--- src/rtl/rgb_mem_arbiter_pkg.sv ---
// ---------------------------------------------------------------------------
// rgb_mem_arbiter_pkg
//   Shared types and defaults for the RGB pixel memory arbiter.
//   - rgb_channel_t : channel plane code, same encoding as the decoder RGB field
//   - arb_state_t   : arbiter FSM states
//   - nextGrant()   : grant decision taken at every FSM decision point
// ---------------------------------------------------------------------------
package rgb_mem_arbiter_pkg;

    localparam int DEF_ADDR_W         = 16;
    localparam int DEF_DATA_W         = 8;
    localparam int DEF_MAX_VGA_STREAK = 4;

    typedef enum logic [1:0] {
        CH_NONE = 2'b00,
        CH_R    = 2'b01,
        CH_G    = 2'b10,
        CH_B    = 2'b11
    } rgb_channel_t;

    typedef enum logic [2:0] {
        IDLE,
        CPU_ACC,
        CPU_WAIT,
        VGA_R,
        VGA_G,
        VGA_B,
        VGA_DONE
    } arb_state_t;

    // VGA is preferred so the display never tears, unless it has already
    // taken its full streak while the CPU waited; then the CPU goes once.
    function automatic arb_state_t nextGrant(input logic vgaReq,
                                             input logic cpuPending,
                                             input logic streakFull);
        arb_state_t nxt;
        nxt = IDLE;
        if (vgaReq && (!streakFull || !cpuPending)) begin
            nxt = VGA_R;
        end else if (cpuPending) begin
            nxt = CPU_ACC;
        end
        return nxt;
    endfunction

endpackage

--- src/rtl/rgb_mem_arbiter_if.sv ---
// ---------------------------------------------------------------------------
// rgb_mem_arbiter_if
//   Bundles the three buses around the arbiter.
//   CPU side : cpu_req/we/rgb/addr/wdata in, cpu_rdata/ready/stall out
//   VGA side : vga_req/addr in, vga_ack/pixel/valid out
//   Memory   : mem_en/we/sel/addr/wdata out, mem_rdata in (1-cycle latency)
//   Modports : slave  = the arbiter's view
//              master = the surrounding system (CPU, VGA fetcher, RAM)
// ---------------------------------------------------------------------------
interface rgb_mem_arbiter_if
    import rgb_mem_arbiter_pkg::*;
#(
    parameter int ADDR_W = DEF_ADDR_W,
    parameter int DATA_W = DEF_DATA_W
) ();

    logic                  cpu_req;
    logic                  cpu_we;
    logic [1:0]            cpu_rgb;
    logic [ADDR_W-1:0]     cpu_addr;
    logic [DATA_W-1:0]     cpu_wdata;
    logic [DATA_W-1:0]     cpu_rdata;
    logic                  cpu_ready;
    logic                  stall;

    logic                  vga_req;
    logic [ADDR_W-1:0]     vga_addr;
    logic                  vga_ack;
    logic [3*DATA_W-1:0]   vga_pixel;
    logic                  vga_valid;

    logic                  mem_en;
    logic                  mem_we;
    logic [1:0]            mem_sel;
    logic [ADDR_W-1:0]     mem_addr;
    logic [DATA_W-1:0]     mem_wdata;
    logic [DATA_W-1:0]     mem_rdata;

    modport slave (
        input  cpu_req, cpu_we, cpu_rgb, cpu_addr, cpu_wdata,
        output cpu_rdata, cpu_ready, stall,
        input  vga_req, vga_addr,
        output vga_ack, vga_pixel, vga_valid,
        output mem_en, mem_we, mem_sel, mem_addr, mem_wdata,
        input  mem_rdata
    );

    modport master (
        output cpu_req, cpu_we, cpu_rgb, cpu_addr, cpu_wdata,
        input  cpu_rdata, cpu_ready, stall,
        output vga_req, vga_addr,
        input  vga_ack, vga_pixel, vga_valid,
        input  mem_en, mem_we, mem_sel, mem_addr, mem_wdata,
        output mem_rdata
    );

endinterface

--- src/rtl/rgb_mem_arbiter_assembler.sv ---
// ---------------------------------------------------------------------------
// rgb_pixel_assembler
//   Collects the three channel reads of one VGA fetch and presents the
//   finished pixel.
//   clk, rst     : clock, asynchronous active-high reset
//   capR_i       : mem_rdata holds the red byte this cycle
//   capG_i       : mem_rdata holds the green byte this cycle
//   capB_i       : mem_rdata holds the blue byte this cycle (fetch complete)
//   memRdata_i   : memory read data
//   vgaPixel_o   : {R,G,B}, held until the next fetch completes
//   vgaValid_o   : one-cycle pulse when vgaPixel_o has just been updated
// ---------------------------------------------------------------------------
module rgb_pixel_assembler
    import rgb_mem_arbiter_pkg::*;
#(
    parameter int DATA_W = DEF_DATA_W
) (
    input  logic                clk,
    input  logic                rst,
    input  logic                capR_i,
    input  logic                capG_i,
    input  logic                capB_i,
    input  logic [DATA_W-1:0]   memRdata_i,
    output logic [3*DATA_W-1:0] vgaPixel_o,
    output logic                vgaValid_o
);

    logic [DATA_W-1:0]   red_q;
    logic [DATA_W-1:0]   green_q;
    logic [3*DATA_W-1:0] pixel_q;
    logic                valid_q;

    // Red and green are parked until blue arrives; blue is taken straight
    // from the memory bus so the whole pixel updates in a single edge and
    // the display never sees a half-written colour.
    always_ff @(posedge clk or posedge rst) begin
        if (rst) begin
            red_q   <= '0;
            green_q <= '0;
            pixel_q <= '0;
            valid_q <= 1'b0;
        end else begin
            valid_q <= capB_i;
            if (capR_i) begin
                red_q <= memRdata_i;
            end
            if (capG_i) begin
                green_q <= memRdata_i;
            end
            if (capB_i) begin
                pixel_q <= {red_q, green_q, memRdata_i};
            end
        end
    end

    assign vgaPixel_o = pixel_q;
    assign vgaValid_o = valid_q;

endmodule

--- src/rtl/rgb_mem_arbiter.sv ---
// ---------------------------------------------------------------------------
// rgb_mem_arbiter
//   Shares the single-port RGB pixel memory between the CPU memory stage
//   and the VGA scan-out fetcher. A VGA fetch reads R, G and B in three
//   back-to-back cycles; the CPU is stalled while the memory is busy, and
//   a streak counter bounds how long VGA can keep the CPU waiting.
//   clk, rst : clock, asynchronous active-high reset
//   bus      : rgb_mem_arbiter_if.slave (CPU, VGA and memory buses)
// ---------------------------------------------------------------------------
module rgb_mem_arbiter
    import rgb_mem_arbiter_pkg::*;
#(
    parameter int ADDR_W         = DEF_ADDR_W,
    parameter int DATA_W         = DEF_DATA_W,
    parameter int MAX_VGA_STREAK = DEF_MAX_VGA_STREAK
) (
    input  logic             clk,
    input  logic             rst,
    rgb_mem_arbiter_if.slave bus
);

    localparam int                  STREAK_W   = $clog2(MAX_VGA_STREAK + 1);
    localparam logic [STREAK_W-1:0] STREAK_MAX = STREAK_W'(MAX_VGA_STREAK);

    arb_state_t            state_q;
    arb_state_t            state_d;
    logic [STREAK_W-1:0]   streak_q;
    logic [STREAK_W-1:0]   streak_d;
    logic [ADDR_W-1:0]     vgaAddr_q;

    logic                  decide;
    logic                  cpuPending;
    logic                  cpuReady;
    logic [DATA_W-1:0]     cpuRdata;
    logic                  vgaAck;
    logic                  memEn;
    logic                  memWe;
    logic [1:0]            memSel;
    logic [ADDR_W-1:0]     memAddr;
    logic [DATA_W-1:0]     memWdata;
    logic [3*DATA_W-1:0]   vgaPixel;
    logic                  vgaValid;

    // State, streak and the latched VGA address. The VGA address is
    // captured in VGA_R so the requester may change it right after the ack;
    // G and B are then read from the same pixel.
    always_ff @(posedge clk or posedge rst) begin
        if (rst) begin
            state_q   <= IDLE;
            streak_q  <= '0;
            vgaAddr_q <= '0;
        end else begin
            state_q  <= state_d;
            streak_q <= streak_d;
            if (state_q == VGA_R) begin
                vgaAddr_q <= bus.vga_addr;
            end
        end
    end

    // Next state and memory/handshake outputs. A request that is being
    // completed this cycle (cpuReady high) is not pending any more, which
    // keeps a finishing store from being granted a second time and lets
    // the streak clear as soon as the CPU is served.
    always_comb begin
        state_d  = state_q;
        streak_d = streak_q;
        decide   = 1'b0;
        cpuReady = 1'b0;
        cpuRdata = '0;
        vgaAck   = 1'b0;
        memEn    = 1'b0;
        memWe    = 1'b0;
        memSel   = CH_NONE;
        memAddr  = '0;
        memWdata = '0;

        case (state_q)
            IDLE: begin
                decide = 1'b1;
            end
            CPU_ACC: begin
                memEn    = (bus.cpu_rgb != CH_NONE);
                memWe    = bus.cpu_we;
                memSel   = bus.cpu_rgb;
                memAddr  = bus.cpu_addr;
                memWdata = bus.cpu_wdata;
                if (bus.cpu_we || (bus.cpu_rgb == CH_NONE)) begin
                    cpuReady = 1'b1;
                    decide   = 1'b1;
                end else begin
                    state_d = CPU_WAIT;
                end
            end
            CPU_WAIT: begin
                cpuRdata = bus.mem_rdata;
                cpuReady = 1'b1;
                decide   = 1'b1;
            end
            VGA_R: begin
                vgaAck  = 1'b1;
                memEn   = 1'b1;
                memSel  = CH_R;
                memAddr = bus.vga_addr;
                state_d = VGA_G;
            end
            VGA_G: begin
                memEn   = 1'b1;
                memSel  = CH_G;
                memAddr = vgaAddr_q;
                state_d = VGA_B;
            end
            VGA_B: begin
                memEn   = 1'b1;
                memSel  = CH_B;
                memAddr = vgaAddr_q;
                state_d = VGA_DONE;
            end
            VGA_DONE: begin
                decide = 1'b1;
            end
            default: begin
                state_d = IDLE;
            end
        endcase

        cpuPending = bus.cpu_req & ~cpuReady;

        if (decide) begin
            state_d = nextGrant(bus.vga_req, cpuPending, streak_q >= STREAK_MAX);
        end

        if (!cpuPending || (decide && (state_d == CPU_ACC))) begin
            streak_d = '0;
        end else if (decide && (state_d == VGA_R) && (streak_q < STREAK_MAX)) begin
            streak_d = streak_q + 1'b1;
        end
    end

    // Data for R arrives during VGA_G, G during VGA_B and B during VGA_DONE.
    rgb_pixel_assembler #(
        .DATA_W (DATA_W)
    ) u_assembler (
        .clk        (clk),
        .rst        (rst),
        .capR_i     (state_q == VGA_G),
        .capG_i     (state_q == VGA_B),
        .capB_i     (state_q == VGA_DONE),
        .memRdata_i (bus.mem_rdata),
        .vgaPixel_o (vgaPixel),
        .vgaValid_o (vgaValid)
    );

    assign bus.cpu_rdata = cpuRdata;
    assign bus.cpu_ready = cpuReady;
    assign bus.stall     = bus.cpu_req & ~cpuReady;
    assign bus.vga_ack   = vgaAck;
    assign bus.vga_pixel = vgaPixel;
    assign bus.vga_valid = vgaValid;
    assign bus.mem_en    = memEn;
    assign bus.mem_we    = memWe;
    assign bus.mem_sel   = memSel;
    assign bus.mem_addr  = memAddr;
    assign bus.mem_wdata = memWdata;

endmodule

--- src/flat_wrapper.sv ---
// flat-port wrapper written by rule: the top's interface ports become plain ports
module rgb_mem_arbiter_flat import rgb_mem_arbiter_pkg::*;
#(
    parameter int ADDR_W         = DEF_ADDR_W,
    parameter int DATA_W         = DEF_DATA_W,
    parameter int MAX_VGA_STREAK = DEF_MAX_VGA_STREAK
)
  (clk, rst, bus_cpu_req, bus_cpu_we, bus_cpu_rgb, bus_cpu_addr, bus_cpu_wdata, bus_cpu_rdata, bus_cpu_ready, bus_stall, bus_vga_req, bus_vga_addr, bus_vga_ack, bus_vga_pixel, bus_vga_valid, bus_mem_en, bus_mem_we, bus_mem_sel, bus_mem_addr, bus_mem_wdata, bus_mem_rdata);
  rgb_mem_arbiter_if #(.ADDR_W(ADDR_W), .DATA_W(DATA_W)) bus_i ();
  input  logic clk;
  input  logic rst;
  input wire logic [$bits(bus_i.cpu_req)-1:0] bus_cpu_req;
  input wire logic [$bits(bus_i.cpu_we)-1:0] bus_cpu_we;
  input wire logic [$bits(bus_i.cpu_rgb)-1:0] bus_cpu_rgb;
  input wire logic [$bits(bus_i.cpu_addr)-1:0] bus_cpu_addr;
  input wire logic [$bits(bus_i.cpu_wdata)-1:0] bus_cpu_wdata;
  output wire logic [$bits(bus_i.cpu_rdata)-1:0] bus_cpu_rdata;
  output wire logic [$bits(bus_i.cpu_ready)-1:0] bus_cpu_ready;
  output wire logic [$bits(bus_i.stall)-1:0] bus_stall;
  input wire logic [$bits(bus_i.vga_req)-1:0] bus_vga_req;
  input wire logic [$bits(bus_i.vga_addr)-1:0] bus_vga_addr;
  output wire logic [$bits(bus_i.vga_ack)-1:0] bus_vga_ack;
  output wire logic [$bits(bus_i.vga_pixel)-1:0] bus_vga_pixel;
  output wire logic [$bits(bus_i.vga_valid)-1:0] bus_vga_valid;
  output wire logic [$bits(bus_i.mem_en)-1:0] bus_mem_en;
  output wire logic [$bits(bus_i.mem_we)-1:0] bus_mem_we;
  output wire logic [$bits(bus_i.mem_sel)-1:0] bus_mem_sel;
  output wire logic [$bits(bus_i.mem_addr)-1:0] bus_mem_addr;
  output wire logic [$bits(bus_i.mem_wdata)-1:0] bus_mem_wdata;
  input wire logic [$bits(bus_i.mem_rdata)-1:0] bus_mem_rdata;
  assign bus_i.cpu_req = bus_cpu_req;
  assign bus_i.cpu_we = bus_cpu_we;
  assign bus_i.cpu_rgb = bus_cpu_rgb;
  assign bus_i.cpu_addr = bus_cpu_addr;
  assign bus_i.cpu_wdata = bus_cpu_wdata;
  assign bus_cpu_rdata = bus_i.cpu_rdata;
  assign bus_cpu_ready = bus_i.cpu_ready;
  assign bus_stall = bus_i.stall;
  assign bus_i.vga_req = bus_vga_req;
  assign bus_i.vga_addr = bus_vga_addr;
  assign bus_vga_ack = bus_i.vga_ack;
  assign bus_vga_pixel = bus_i.vga_pixel;
  assign bus_vga_valid = bus_i.vga_valid;
  assign bus_mem_en = bus_i.mem_en;
  assign bus_mem_we = bus_i.mem_we;
  assign bus_mem_sel = bus_i.mem_sel;
  assign bus_mem_addr = bus_i.mem_addr;
  assign bus_mem_wdata = bus_i.mem_wdata;
  assign bus_i.mem_rdata = bus_mem_rdata;
  rgb_mem_arbiter #(.ADDR_W(ADDR_W), .DATA_W(DATA_W), .MAX_VGA_STREAK(MAX_VGA_STREAK)) u_core (.clk(clk), .rst(rst), .bus(bus_i));
endmodule
--- config.mk ---
export PLATFORM = sky130hd
export DESIGN_NAME = rgb_mem_arbiter_flat
export DESIGN_NICKNAME = d
export VERILOG_FILES = /design/src/rtl/rgb_mem_arbiter_pkg.sv /design/src/rtl/rgb_mem_arbiter_if.sv /design/src/rtl/rgb_mem_arbiter_assembler.sv /design/src/rtl/rgb_mem_arbiter.sv /design/src/flat_wrapper.sv
export SDC_FILE = /design/constraint.sdc
export NUM_CORES = 1
export LEC_CHECK = 0
export ABC_CLOCK_PERIOD_IN_PS = 2000
export CORE_MARGIN = 1
export CORE_UTILIZATION = 40
export DETAILED_ROUTE_END_ITERATION = 16
export HOLD_SLACK_MARGIN = 0.15
export PLACE_DENSITY = 0.75
export SLEW_MARGIN = 20
export SYNTH_ARGS = -nofsm -noshare
export SYNTH_HDL_FRONTEND = slang
export SYNTH_SLANG_ARGS = --single-unit
--- constraint.sdc ---
create_clock -name clk -period 2 [get_ports clk]
set_input_delay 0.4 -clock clk [delete_from_list [all_inputs] [get_ports clk]]
set_output_delay 0.4 -clock clk [all_outputs]
set_load 0.02 [all_outputs]
==> results.txt <==
The flip-flop cell with the highest count after synthesis is dfrtp_1. The average routed wire per standard cell came out at 14.2 microns. The maximum clock frequency came out at 493 MHz. The antenna violation net count after detailed routing is 0. The number of primary I/O pins is 119.

The flow ran to the end, but the final reports show violations. The combined flip-flop and latch cell area is 1580 sq um. After layout, the worst setup slack is -0.0300 ns.

The starting density of the core is 41.1%. The first detailed-routing pass ran for 4 iterations. The checks that failed: setup timing. The worst slew margin relative to its limit came out at 74.8%. The dominant cell by count in the synthesized netlist is dfrtp_1. The vertical die dimension came out at 90.9 microns. The global-route usage over all layers came out at 18.6%. The port buffer count came out at 118.

The number of hold buffers added after CTS was 0. The total power is 7.87 mW. The fraction of layout cells with a size suffix above 1 is 43.0%.

The actual slew at the worst max-slew pin is 0.374 ns. The arrival time of data at the critical path endpoint came out at 1.63 ns. The worst hold slack after final layout is 0.449 ns. The number of nets in the final layout is 471. After layout, the minimum clock period comes to 2.03 ns. The tightest min-delay check is of the input pin to async pin type. Dividing the detail-routed via count by the number of cells gives 4.83. The area added between synthesis and finish is 54.5%.

Counting flops with an async set or reset pin after synthesis yields a share of 100%. The fraction of power consumed by the clock network came out at 16.0%. Cell internal power was estimated by the tool at 4.96 mW. Setup violations remaining at the end of the flow were counted as 2. The total wirelength of the detailed-routed design came out at 7.41 mm.

The die covers 8260 sq um. The share of the synthesized area in the top cell type is 49.9%. The post-synthesis net count is 310. The portion of total power attributed to sequential cells is 28.7%. The combinational fraction of design power came out at 55.4%. After global routing the overflow that remains totals 0. The worst setup path is captured at an output port. The residual DRC count is 0.

The critical-path maximum fanout came out at 7. TritonCTS built the clock tree. The number of warning messages in the yosys log is 0.

The core box area came out at 7690 sq um. The critical path goes through buf_6 -> or3_4 -> a21oi_4 -> a21oi_2 -> buf_4. The number of DRC markers after the initial detailed-route iteration is 75. The ratio of total power to cell area is 1610 nW/um^2. Of the total power, the share spent switching nets is 37.0%. The number of distinct library cells after synthesis is 39. The category of the critical setup timing path is flop to output port.

Ranked by instance count, the synthesized netlist is headed by 63 x dfrtp_1, 48 x mux2_2, 18 x o21ai_0. Summing over every cut layer, the via total after detailed routing is 2,514. The clock-pin slew reported for the worst setup and hold paths after clock tree synthesis came out at 0.07 ns. The first global-routing pass estimated 12.1 mm of wire. The cell area that synthesis handed to floorplanning was 3160 sq um. The congestion estimate from routability-driven global placement came to 0.760. Summed over all instances, the cell type with the most area after synthesis is dfrtp_1. The clock latency on the worst-skew pair is 0.33 ns.

The clock tree root driver cell is clkbuf_8. The worst setup path is launched from a flop. Measured along the x axis, the die boundary spans 90.9 microns. Counting along the longest clock path gives a buffer depth of 2. Clock tree synthesis found a total of 63 sinks. The final antenna diode count is 0. The total leakage power is 2.27 nW. The number of flops mapped to enable cells by yosys came out at 0. The area taken by multi-input logic gates is 1480 sq um.

The delay of the slowest cell on the worst path came out at 0.48 ns. The filler cell count in the final layout is 643. Max-cap violations in this run came to 0.

The synthesized design contains 63 register bits. The worst path uses 101% of the clock period. By area the synthesized netlist is led by dfrtp_1 50%, mux2_2 17%, mux2i_1 5.1%. The final count of pins violating max slew came out at 0. The number of endpoints with negative hold slack in the final report is 0. STA puts the critical path data required time at 1.60 ns. The floorplan has 32 rows. The count of H-tree levels built during CTS is 3. The slowest stage of the critical path belongs to the cell dfrtp_2. The sequential fraction of the synthesis area is 49.9%. The worst voltage drop across the vdd grid came out at 818 uV. Dividing the synthesized area by the synthesized cell count gives 12.5 sq um.

In this run the power spent charging and discharging nets is 2.91 mW. The post-DP HPWL came out at 5.39 mm. Entering global routing, the biggest net connects 64 pins.

The gate count after technology mapping came out at 253. The number of global-route vias before repair came out at 2,540. Setup repair after global routing could not meet its margin everywhere. The number of antenna violations at the first check in global routing is 0. Between clock sinks in the finished design, the worst skew comes to 0.00644 ns. Clock tree synthesis inserted a total of 9 buffers.
==> power by group through the flow <==
stage / clock [mW] / sequential (mW) / combinational (mW)
finish: 1.26 / 2.26 / 4.36
global route: 1.32 / 2.34 / 4.65
CTS: 1.28 / 2.25 / 4.27
detailed placement: 0 / 2.26 / 4.48
global placement: 0 / 2.24 / 4.40
floorplan: 0 / 2.47 / 2.29
==> critical path, delay by kind of cell, from the launching register on <==
family	cells	cell delay, ns
DFF	1	0.48
AOI/OAI and AO/OA	2	0.19
buffers and inverters	2	0.30
and+or+nand+nor	1	0.33
==> stage by stage <==
step,setup WS [ns],util (%),area [sq um],cells,setup TNS (ns)
4_1_cts,-0.0721,63.1,4850,518,-0.160
5_1_grt,-0.0813,63.5,4880,521,-0.337
2_1_floorplan,0.0303,-,3160,253,0
3_5_place_dp,-0.418,61.4,4720,498,-4.73
6_report,-0.0300,63.5,4880,521,-0.0317
3_3_place_gp,-0.411,61.4,4720,498,-4.27
==> state kept, by name, indices dropped and copies added (netlist names) <==
register	cells
u_core.streak_q	3
u_core.u_assembler.red_q	8
u_core.u_assembler.vgaPixel_o	24
u_core.u_assembler.vgaValid_o	1
u_core.vgaAddr_q	16
u_core.u_assembler.green_q	8
u_core.state_q	3
==> what timing repair did <==
| item | 4_1_cts | 5_1_grt |
|---|---|---|
| gates resized for setup | 168 | 39 |
| buffers inserted | 4 | 3 |
| setup endpoints to repair | 39 | 27 |
| pin swaps | 2 | 5 |
==> cells by family after synthesis <==
family / after synthesis / synth area share, %
muxes: 73 / 26.7
DFF: 63 / 49.9
and+or+nand+nor: 53 / 9.86
AOI/OAI and AO/OA: 40 / 8.32
buffers and inverters: 22 / 4.44
adders and majority gates: 2 / 0.792
==> metal layers <==
layer	global-route usage [%]	part of all wire (%)	vias up
met5	0	0	-
met4	7.54	1.4	0
met3	4.80	5.7	10
met2	30.2	49	80
met1	23.6	44	1220
li1	-	-	1204
==> worst paths after layout <==
kind | start | endpoint | slack, ns | depth (start not counted)
worst max-delay path | u_core.state_q[1] | bus_mem_en | -0.03 | 5
worst min-delay path | rst | u_core.u_assembler.red_q[3] | 0.45 | 3
worst max register to register | u_core.state_q[1] | u_core.u_assembler.red_q[2] | 0.29 | 5
worst min register to register | u_core.u_assembler.green_q[4] | u_core.u_assembler.vgaPixel_o[12] | 0.50 | 1
max in group asynchronous | rst | u_core.state_q[0] | 1.27 | 3
min in group clk | u_core.u_assembler.green_q[4] | u_core.u_assembler.vgaPixel_o[12] | 0.50 | 1
==> placed cells by master (no fill, tap or decap), types with 2 or more instances in the layout <==
master	instances
clkbuf_2	2
ha_1	2
o21ai_1	14
and2_1	17
o21ba_2	2
mux2_4	8
o21ai_0	5
a21oi_1	4
nand2b_1	2
buf_4	43
inv_1	8
nor2_1	4
nor3b_2	2
buf_6	2
mux2i_1	16
buf_2	31
nand2_1	17
clkdlybuf4s50_1	77
clkbuf_8	11
o211ai_1	2
a21oi_2	2
clkinvlp_4	2
mux2_2	48
bufinv_16	2
dfrtp_2	3
dfrtp_1	60
buf_12	6
o221ai_1	2
o2111ai_1	2
dlymetal6s2s_1	2
==> area by class of cell <==
type                            instances  share of cell area, %
Timing Repair Buffer                  163                   29.2
Sequential cell                        63                   32.4
Inverter                                9                  0.692
Tap cell                              102                   2.61
Clock buffer                           11                   3.10
Multi-Input combinational cell        168                   30.4
Clock inverter                          5                   1.64
Power figures use the tool's default switching activity.
